`config.mk`:
```
export PLATFORM = sky130hd
export DESIGN_NAME = avalon_stream_arbiter_flat
export DESIGN_NICKNAME = d
export VERILOG_FILES = /design/src/rtl/avalon_stream_arbiter_pkg.sv /design/src/rtl/avalon_stream_arbiter_if.sv /design/src/rtl/avalon_stream_arbiter_rr_priority_picker.sv /design/src/rtl/avalon_stream_arbiter.sv /design/src/flat_wrapper.sv
export SDC_FILE = /design/constraint.sdc
export NUM_CORES = 1
export LEC_CHECK = 0
export ABC_AREA = 1
export CAP_MARGIN = 20
export CELL_PAD_IN_SITES_DETAIL_PLACEMENT = 0
export CELL_PAD_IN_SITES_GLOBAL_PLACEMENT = 1
export CORE_AREA = 2 2 44 76
export CTS_BUF_LIST = sky130_fd_sc_hd__clkbuf_8 sky130_fd_sc_hd__clkbuf_16
export CTS_CLUSTER_SIZE = 24
export DETAILED_ROUTE_END_ITERATION = 16
export DIE_AREA = 0 0 46 78
export DONT_BUFFER_PORTS = 1
export PLACE_DENSITY = 0.85
export SLEW_MARGIN = 20
export SYNTH_ARGS = -nofsm -noshare
export SYNTH_HDL_FRONTEND = slang
export SYNTH_SLANG_ARGS = --single-unit
```
`constraint.sdc`:
```
create_clock -name clk -period 2.2 [get_ports clk]
set_clock_uncertainty 0.15 [all_clocks]
set_input_delay 0.66 -clock clk [delete_from_list [all_inputs] [get_ports clk]]
set_output_delay 0.66 -clock clk [all_outputs]
set_load 0.01 [all_outputs]
```
`src/rtl/avalon_stream_arbiter_pkg.sv`:
```
// Shared types and helpers for the packet-aware Avalon-ST arbiter.
// Optional feature macro: AVALON_STREAM_ARBITER_CHANNEL_EN (adds out_channel).
package avalon_stream_pkg;

    localparam int unsigned MAX_IN        = 16;
    localparam int unsigned MAX_IDX_WIDTH = 4;

    // Arbiter state: IDLE arbitrates, LOCKED forwards one packet from the grant.
    typedef enum logic {
        IDLE   = 1'b0,
        LOCKED = 1'b1
    } arb_state_e;

    // Result of one round-robin search.
    typedef struct packed {
        logic                     found;
        logic [MAX_IDX_WIDTH-1:0] idx;
    } rr_pick_t;

    // Grant index width a given requester count needs (never below 1).
    function automatic int unsigned idx_width_for(input int unsigned num_in);
        return (num_in <= 2) ? 32'd1 : 32'($clog2(num_in));
    endfunction

    // First set request searching upward from last+1, wrapping at num_in.
    function automatic rr_pick_t rr_next(input logic [MAX_IN-1:0] req,
                                         input int unsigned        last,
                                         input int unsigned        num_in);
        rr_pick_t    res;
        int unsigned cand;
        res = '0;
        for (int unsigned k = 1; k <= MAX_IN; k++) begin
            cand = last + k;
            if (cand >= num_in) begin
                cand = cand - num_in;
            end
            if (!res.found && (k <= num_in) && req[cand[MAX_IDX_WIDTH-1:0]]) begin
                res.found = 1'b1;
                res.idx   = cand[MAX_IDX_WIDTH-1:0];
            end
        end
        return res;
    endfunction

endpackage

```
`src/rtl/avalon_stream_arbiter_if.sv`:
```
// Avalon-ST bundle for the arbiter: NUM_IN request streams in, one stream out.
// master = arbiter side, slave = requesters plus downstream sink.
// out_channel exists only with AVALON_STREAM_ARBITER_CHANNEL_EN.
interface avalon_stream_arbiter_if #(
    parameter int unsigned NUM_IN     = 4,
    parameter int unsigned DATA_WIDTH = 8
`ifdef AVALON_STREAM_ARBITER_CHANNEL_EN
  , parameter int unsigned IDX_WIDTH  = 2
`endif
);

    logic [NUM_IN-1:0]            in_valid;
    logic [NUM_IN-1:0]            in_ready;
    logic [NUM_IN*DATA_WIDTH-1:0] in_data;
    logic [NUM_IN-1:0]            in_endofpacket;
    logic                         out_valid;
    logic                         out_ready;
    logic [DATA_WIDTH-1:0]        out_data;
    logic                         out_endofpacket;
`ifdef AVALON_STREAM_ARBITER_CHANNEL_EN
    logic [IDX_WIDTH-1:0]         out_channel;

    modport master (
        input  in_valid, in_data, in_endofpacket, out_ready,
        output in_ready, out_valid, out_data, out_endofpacket, out_channel
    );

    modport slave (
        output in_valid, in_data, in_endofpacket, out_ready,
        input  in_ready, out_valid, out_data, out_endofpacket, out_channel
    );
`else
    modport master (
        input  in_valid, in_data, in_endofpacket, out_ready,
        output in_ready, out_valid, out_data, out_endofpacket
    );

    modport slave (
        output in_valid, in_data, in_endofpacket, out_ready,
        input  in_ready, out_valid, out_data, out_endofpacket
    );
`endif

endinterface

```
`src/rtl/avalon_stream_arbiter_rr_priority_picker.sv`:
```
// Combinational round-robin picker: next requester after i_last, wrapping.
module rr_priority_picker
    import avalon_stream_pkg::*;
#(
    parameter int unsigned NUM_IN    = 4,
    parameter int unsigned IDX_WIDTH = 2
) (
    input  logic [NUM_IN-1:0]    i_req,
    input  logic [IDX_WIDTH-1:0] i_last,
    output logic                 o_found_c,
    output logic [IDX_WIDTH-1:0] o_idx_c
);

    rr_pick_t w_pick;

    // Search the request vector starting one past the previous winner.
    always_comb begin
        w_pick    = rr_next(MAX_IN'(i_req), 32'(i_last), NUM_IN);
        o_found_c = w_pick.found;
        o_idx_c   = IDX_WIDTH'(w_pick.idx);
    end

endmodule

```
`src/rtl/avalon_stream_arbiter.sv`:
```
// Packet-aware round-robin arbiter sharing one registered Avalon-ST output.
// A grant is held from the first beat until the endofpacket beat is accepted.
// Optional feature macro: AVALON_STREAM_ARBITER_CHANNEL_EN (registered out_channel).
module avalon_stream_arbiter
    import avalon_stream_pkg::*;
#(
    parameter int unsigned NUM_IN     = 4,
    parameter int unsigned DATA_WIDTH = 8,
    parameter int unsigned IDX_WIDTH  = 2
) (
    input  logic                    clk,
    input  logic                    reset,
    avalon_stream_arbiter_if.master bus
);

    localparam int unsigned EXP_IDX_WIDTH = idx_width_for(NUM_IN);

    // Reject configurations the picker and grant register cannot represent.
    if ((NUM_IN < 2) || (NUM_IN > MAX_IN) || (IDX_WIDTH != EXP_IDX_WIDTH)) begin : g_bad_cfg
        $error("avalon_stream_arbiter: NUM_IN must be 2..16 and IDX_WIDTH must be ceil(log2(NUM_IN))");
    end

    arb_state_e            r_state;
    arb_state_e            w_state_nxt;
    logic [IDX_WIDTH-1:0]  r_grant;
    logic [IDX_WIDTH-1:0]  w_grant_nxt;
    logic [IDX_WIDTH-1:0]  r_last_grant;
    logic [IDX_WIDTH-1:0]  w_last_grant_nxt;

    logic                  r_out_valid;
    logic [DATA_WIDTH-1:0] r_out_data;
    logic                  r_out_eop;
`ifdef AVALON_STREAM_ARBITER_CHANNEL_EN
    logic [IDX_WIDTH-1:0]  r_out_channel;
`endif

    logic                  w_can_load;
    logic                  w_sel_valid;
    logic                  w_sel_eop;
    logic [DATA_WIDTH-1:0] w_sel_data;
    logic                  w_accept;
    logic                  w_pick_found;
    logic [IDX_WIDTH-1:0]  w_pick_idx;
    logic [DATA_WIDTH-1:0] w_in_data_arr [NUM_IN];

    // Split the flat request data bus into one beat per requester.
    for (genvar gi = 0; gi < NUM_IN; gi++) begin : g_split
        assign w_in_data_arr[gi] = bus.in_data[gi*DATA_WIDTH +: DATA_WIDTH];
    end

    rr_priority_picker #(
        .NUM_IN    (NUM_IN),
        .IDX_WIDTH (IDX_WIDTH)
    ) u_picker (
        .i_req     (bus.in_valid),
        .i_last    (r_last_grant),
        .o_found_c (w_pick_found),
        .o_idx_c   (w_pick_idx)
    );

    // Output register may take a new beat when empty or being drained.
    always_comb begin
        w_can_load  = !r_out_valid || bus.out_ready;
        w_sel_valid = bus.in_valid[r_grant];
        w_sel_eop   = bus.in_endofpacket[r_grant];
        w_sel_data  = w_in_data_arr[r_grant];
        w_accept    = (r_state == LOCKED) && w_can_load && w_sel_valid;
    end

    // Only the granted requester sees ready, and only while the output can load.
    always_comb begin
        bus.in_ready = '0;
        if ((r_state == LOCKED) && w_can_load) begin
            bus.in_ready[r_grant] = 1'b1;
        end
    end

    // Next-state: arbitrate in IDLE, release the grant on the accepted eop beat.
    always_comb begin
        w_state_nxt      = r_state;
        w_grant_nxt      = r_grant;
        w_last_grant_nxt = r_last_grant;
        case (r_state)
            IDLE: begin
                if (w_pick_found) begin
                    w_grant_nxt      = w_pick_idx;
                    w_last_grant_nxt = w_pick_idx;
                    w_state_nxt      = LOCKED;
                end
            end
            LOCKED: begin
                if (w_accept && w_sel_eop) begin
                    w_state_nxt = IDLE;
                end
            end
            default: begin
                w_state_nxt = IDLE;
            end
        endcase
    end

    // State register; last_grant resets to NUM_IN-1 so requester 0 wins first.
    always_ff @(posedge clk) begin
        if (reset) begin
            r_state      <= IDLE;
            r_grant      <= '0;
            r_last_grant <= IDX_WIDTH'(NUM_IN - 1);
        end else begin
            r_state      <= w_state_nxt;
            r_grant      <= w_grant_nxt;
            r_last_grant <= w_last_grant_nxt;
        end
    end

    // Output stage: load on accept, drop valid once drained, hold while stalled.
    always_ff @(posedge clk) begin
        if (reset) begin
            r_out_valid <= 1'b0;
            r_out_data  <= '0;
            r_out_eop   <= 1'b0;
        end else if (w_accept) begin
            r_out_valid <= 1'b1;
            r_out_data  <= w_sel_data;
            r_out_eop   <= w_sel_eop;
        end else if (r_out_valid && bus.out_ready) begin
            r_out_valid <= 1'b0;
        end
    end

`ifdef AVALON_STREAM_ARBITER_CHANNEL_EN
    // Channel tag travels with the beat it was loaded with.
    always_ff @(posedge clk) begin
        if (reset) begin
            r_out_channel <= '0;
        end else if (w_accept) begin
            r_out_channel <= r_grant;
        end
    end

    assign bus.out_channel = r_out_channel;
`endif

    assign bus.out_valid       = r_out_valid;
    assign bus.out_data        = r_out_data;
    assign bus.out_endofpacket = r_out_eop;

endmodule
```
`src/flat_wrapper.sv`:
```
// flat-port wrapper written by rule: the top's interface ports become plain ports
module avalon_stream_arbiter_flat import avalon_stream_pkg::*;
#(
    parameter int unsigned NUM_IN     = 4,
    parameter int unsigned DATA_WIDTH = 8,
    parameter int unsigned IDX_WIDTH  = 2
)
  (clk, reset, bus_in_valid, bus_in_data, bus_in_endofpacket, bus_out_ready, bus_in_ready, bus_out_valid, bus_out_data, bus_out_endofpacket);
  avalon_stream_arbiter_if #(.NUM_IN(NUM_IN), .DATA_WIDTH(DATA_WIDTH)) bus_i ();
  input  logic clk;
  input  logic reset;
  input wire logic [$bits(bus_i.in_valid)-1:0] bus_in_valid;
  input wire logic [$bits(bus_i.in_data)-1:0] bus_in_data;
  input wire logic [$bits(bus_i.in_endofpacket)-1:0] bus_in_endofpacket;
  input wire logic [$bits(bus_i.out_ready)-1:0] bus_out_ready;
  output wire logic [$bits(bus_i.in_ready)-1:0] bus_in_ready;
  output wire logic [$bits(bus_i.out_valid)-1:0] bus_out_valid;
  output wire logic [$bits(bus_i.out_data)-1:0] bus_out_data;
  output wire logic [$bits(bus_i.out_endofpacket)-1:0] bus_out_endofpacket;
  assign bus_i.in_valid = bus_in_valid;
  assign bus_i.in_data = bus_in_data;
  assign bus_i.in_endofpacket = bus_in_endofpacket;
  assign bus_i.out_ready = bus_out_ready;
  assign bus_in_ready = bus_i.in_ready;
  assign bus_out_valid = bus_i.out_valid;
  assign bus_out_data = bus_i.out_data;
  assign bus_out_endofpacket = bus_i.out_endofpacket;
  avalon_stream_arbiter #(.NUM_IN(NUM_IN), .DATA_WIDTH(DATA_WIDTH), .IDX_WIDTH(IDX_WIDTH)) u_core (.clk(clk), .reset(reset), .bus(bus_i));
endmodule
```
==> results.json <==
{
  "drv_slew": 0,
  "detailedRoute.firstIterationViolations": 24,
  "p_leak_nw": 0.5878,
  "timing.critical_path.slowest_cell_delay_ps": 600,
  "via_count": 1169,
  "globalplace.congestion": 0.8003,
  "globalRoute.totalOverflow": 0,
  "ys.warnings.count": 0,
  "synth_largest_area_cell": "sky130_fd_sc_hd__dfxtp_1",
  "number_of_antenna_violations_at_the_first_check_in_global_routing": 0,
  "combinationalPowerShare": 0.619,
  "synthCells": 171,
  "layout.nets": 227,
  "coreArea_sq_mm": 0.002928,
  "irDropWorstVdd_mv": 0.8013,
  "worstPathMaxFanout": 11,
  "worstPathRequired_ps": 1390,
  "detailed_place_hpwl_um": 2418,
  "route.detailed.vias_per_inst": 5.675,
  "htree_num_levels": 1,
  "synth_top_cell_area_share": 0.2556,
  "clock_sinks": 15,
  "totalPowerFinal_w": 0.001726,
  "num-fill-cells": 311,
  "grt_first_pass_wirelength_um": 4788,
  "postSynthRegisterBits": 15,
  "floorplan.initialDensity": 0.4013,
  "final.setup.tns_ps": 0,
  "worst_path_dominant_cell_family": "flip-flops",
  "avgSynthCellArea_sq_um": 6.871,
  "net-switching-power_w": 0.0008550,
  "run_status": "finished clean",
  "post_route_cells_drive_above_1_share": 0.2303,
  "relSlewSlack": 0.6979,
  "syn_area_sq_mm": 0.001175,
  "finalWorstPathRequiredPeriod_ps": 2079,
  "grt_pass1_vias": 1140,
  "timing.final.hold_violations": 0,
  "multi_input_area_sq_um": 775.7,
  "clk-insertion-delay-late_ps": 240,
  "cts_buffer_depth": 2,
  "netlist-cell-type-count": 26,
  "cts-buffers-inserted": 3,
  "unrepaired_setup_endpoints_after_global_routing": "false",
  "p_clk_frac": 0.123,
  "critical_path_cell_with_the_highest_stage_delay": "sky130_fd_sc_hd__dfxtp_1",
  "finalSetupViolCount": 0,
  "routed_wirelength_um": 2950,
  "area_delta_synth_final_pct": 9.052,
  "power.sequential.fraction": 0.258,
  "register_cell_area_after_layout_sq_um": 300.3,
  "worst_pin_slew_ps": 452.5,
  "clock.fmax_mhz": 481.0,
  "grt_max_degree": 18,
  "cp_class": "reg -> out",
  "timing.critical_path.to_type": "output port",
  "critical_path_cell_list": "inv_1 -> nand2_1 -> nor2_1",
  "layout.core_utilization": 0.4376,
  "postSynthNetCount": 219,
  "holdCritPathClass": "reg -> reg",
  "layout_worst_path_cycle_share": 0.9449,
  "worstSetupStartpointType": "register",
  "synth.yosys.seq_area_share": 0.2556,
  "clockRootBuffer": "sky130_fd_sc_hd__clkbuf_8",
  "timing.max_cap.violations": 0,
  "die_outline_area_sq_mm": 0.003588,
  "cts_hold_buf": 0,
  "n_antenna_cell": 0,
  "post_cts_buffers": 0,
  "io-pin-count": 57,
  "clk_pin_slew_ps": 60,
  "cell_internal_pwr_w": 0.0008710,
  "cellPowerDensity_mw_per_mm2": 1347,
  "crit_arrival_ps": 1270,
  "drt_pass1_iterations": 4,
  "drc": 0,
  "floorplan.die.width_um": 46,
  "std_cell_rows": 26,
  "cp_num_buf_inv": 1,
  "switching_power_as_a_share_of_total_power": 0.4954,
  "synthTopCellsByArea": "sky130_fd_sc_hd__dfxtp_1, sky130_fd_sc_hd__nand2_1, sky130_fd_sc_hd__a21oi_1, sky130_fd_sc_hd__a221oi_1, sky130_fd_sc_hd__nand2_2",
  "cts-resized-gates": 0,
  "cts_tree": "yes",
  "die_h_um": 78,
  "wl_per_cell_um": 14.32,
  "port_bufs": 0,
  "grtUsageTotal": 0.1713,
  "drtAntennaViolNets": 0
}
==> flip-flops by register name, indices dropped and copies added, names as in the netlist <==
name	cells
u_core.bus.out_data	8
u_core.bus.out_endofpacket	1
u_core.bus.out_valid	1
u_core.r_grant	2
u_core.r_last_grant	2
u_core.r_state	1
==> synthesized netlist by cell type <==
cell and count:
sky130_fd_sc_hd__nand2_1 41, sky130_fd_sc_hd__a21oi_1 20, sky130_fd_sc_hd__dfxtp_1 15, sky130_fd_sc_hd__nand3_1 13
sky130_fd_sc_hd__inv_1 11, sky130_fd_sc_hd__nand2_2 11, sky130_fd_sc_hd__nor2_1 11, sky130_fd_sc_hd__a221oi_1 8
sky130_fd_sc_hd__o21ai_0 7, sky130_fd_sc_hd__ha_1 5, sky130_fd_sc_hd__nand3_2 4, sky130_fd_sc_hd__a21oi_2 3
sky130_fd_sc_hd__clkbuf_1 3, sky130_fd_sc_hd__inv_2 3, sky130_fd_sc_hd__buf_6 2, sky130_fd_sc_hd__inv_4 2
sky130_fd_sc_hd__nand4_1 2, sky130_fd_sc_hd__o21ai_2 2, sky130_fd_sc_hd__a22oi_1 1, sky130_fd_sc_hd__a22oi_2 1
sky130_fd_sc_hd__nand2_4 1, sky130_fd_sc_hd__nand3_4 1, sky130_fd_sc_hd__nand4_2 1, sky130_fd_sc_hd__nor2_4 1
sky130_fd_sc_hd__nor3_1 1, sky130_fd_sc_hd__o21ai_1 1
==> tightest hold or removal path, cell delays in order, from the launching register on <==
cell and delay [ps]:
sky130_fd_sc_hd__dfxtp_1 320, sky130_fd_sc_hd__nand2_1 60, sky130_fd_sc_hd__a21oi_1 50
==> cell families after synthesis <==
logic type,Yosys count,synth area share
simple gates,87,0.3738
buf+inv,21,0.08413
compound gates,43,0.2332
fa+ha+maj,5,0.05325
flops,15,0.2556
==> layout make-up <==
type,instances,share of cell area
Clock buffer,3,0.03223
Clock inverter,1,0.002930
Inverter,16,0.05078
Multi-Input combinational cell,135,0.6055
Sequential cell,15,0.2344
Tap cell,28,0.02734
Timing Repair Buffer,8,0.04687
==> power by group through the flow <==
stage | clock [W] | combinational, W | sequential (W)
after floorplan | 0 | 0.000853 | 0.000441
after global placement | 0 | 0.00104 | 0.000450
after detailed placement | 0 | 0.00107 | 0.000450
after CTS | 0.000219 | 0.00108 | 0.000446
after global routing | 0.000228 | 0.00122 | 0.000454
final | 0.000212 | 0.00107 | 0.000445
==> final timing paths <==
check / startpoint / cells after the start / to / slack (ps)
worst max-delay path: u_core.r_grant[0] / 3 / bus_in_ready[2] / 120
worst max register to register: u_core.r_grant[0] / 9 / u_core.r_state / 340
worst min-delay path: u_core.r_state / 2 / u_core.r_state / 320
worst min register to register: u_core.r_state / 2 / u_core.r_state / 320
==> per-stage QoR <==
step / hold WS [ps] / worst slack [ps] / area, sq um / cells
finish: 320.2 / 121.2 / 1281 / 206
CTS: 317.7 / 113.3 / 1281 / 206
global placement: 313.8 / 224.6 / 1236 / 202
floorplan: 302.2 / 282.4 / 1175 / 171
global route: 311.6 / 30.33 / 1281 / 206
detailed placement: 315.4 / 193.8 / 1236 / 202
==> layer usage <==
layer / routed length (um) / up-vias / track usage
met5: 0 / - / 0
met4: 39 / 0 / 0.07143
met3: 185 / 4 / 0.03256
met2: 1604 / 45 / 0.3083
met1: 1121 / 521 / 0.1790
li1: - / 599 / -
==> placed cells by master (no fill, tap or decap), drive strengths merged, types with 5 or more instances in the layout <==
cell / count
dfxtp: 15
ha: 5
a221oi: 8
o21ai: 10
nand3: 18
inv: 17
a21oi: 23
buf: 8
nor2: 12
nand2: 53
Note: power is estimated with default switching activity, not from simulation.
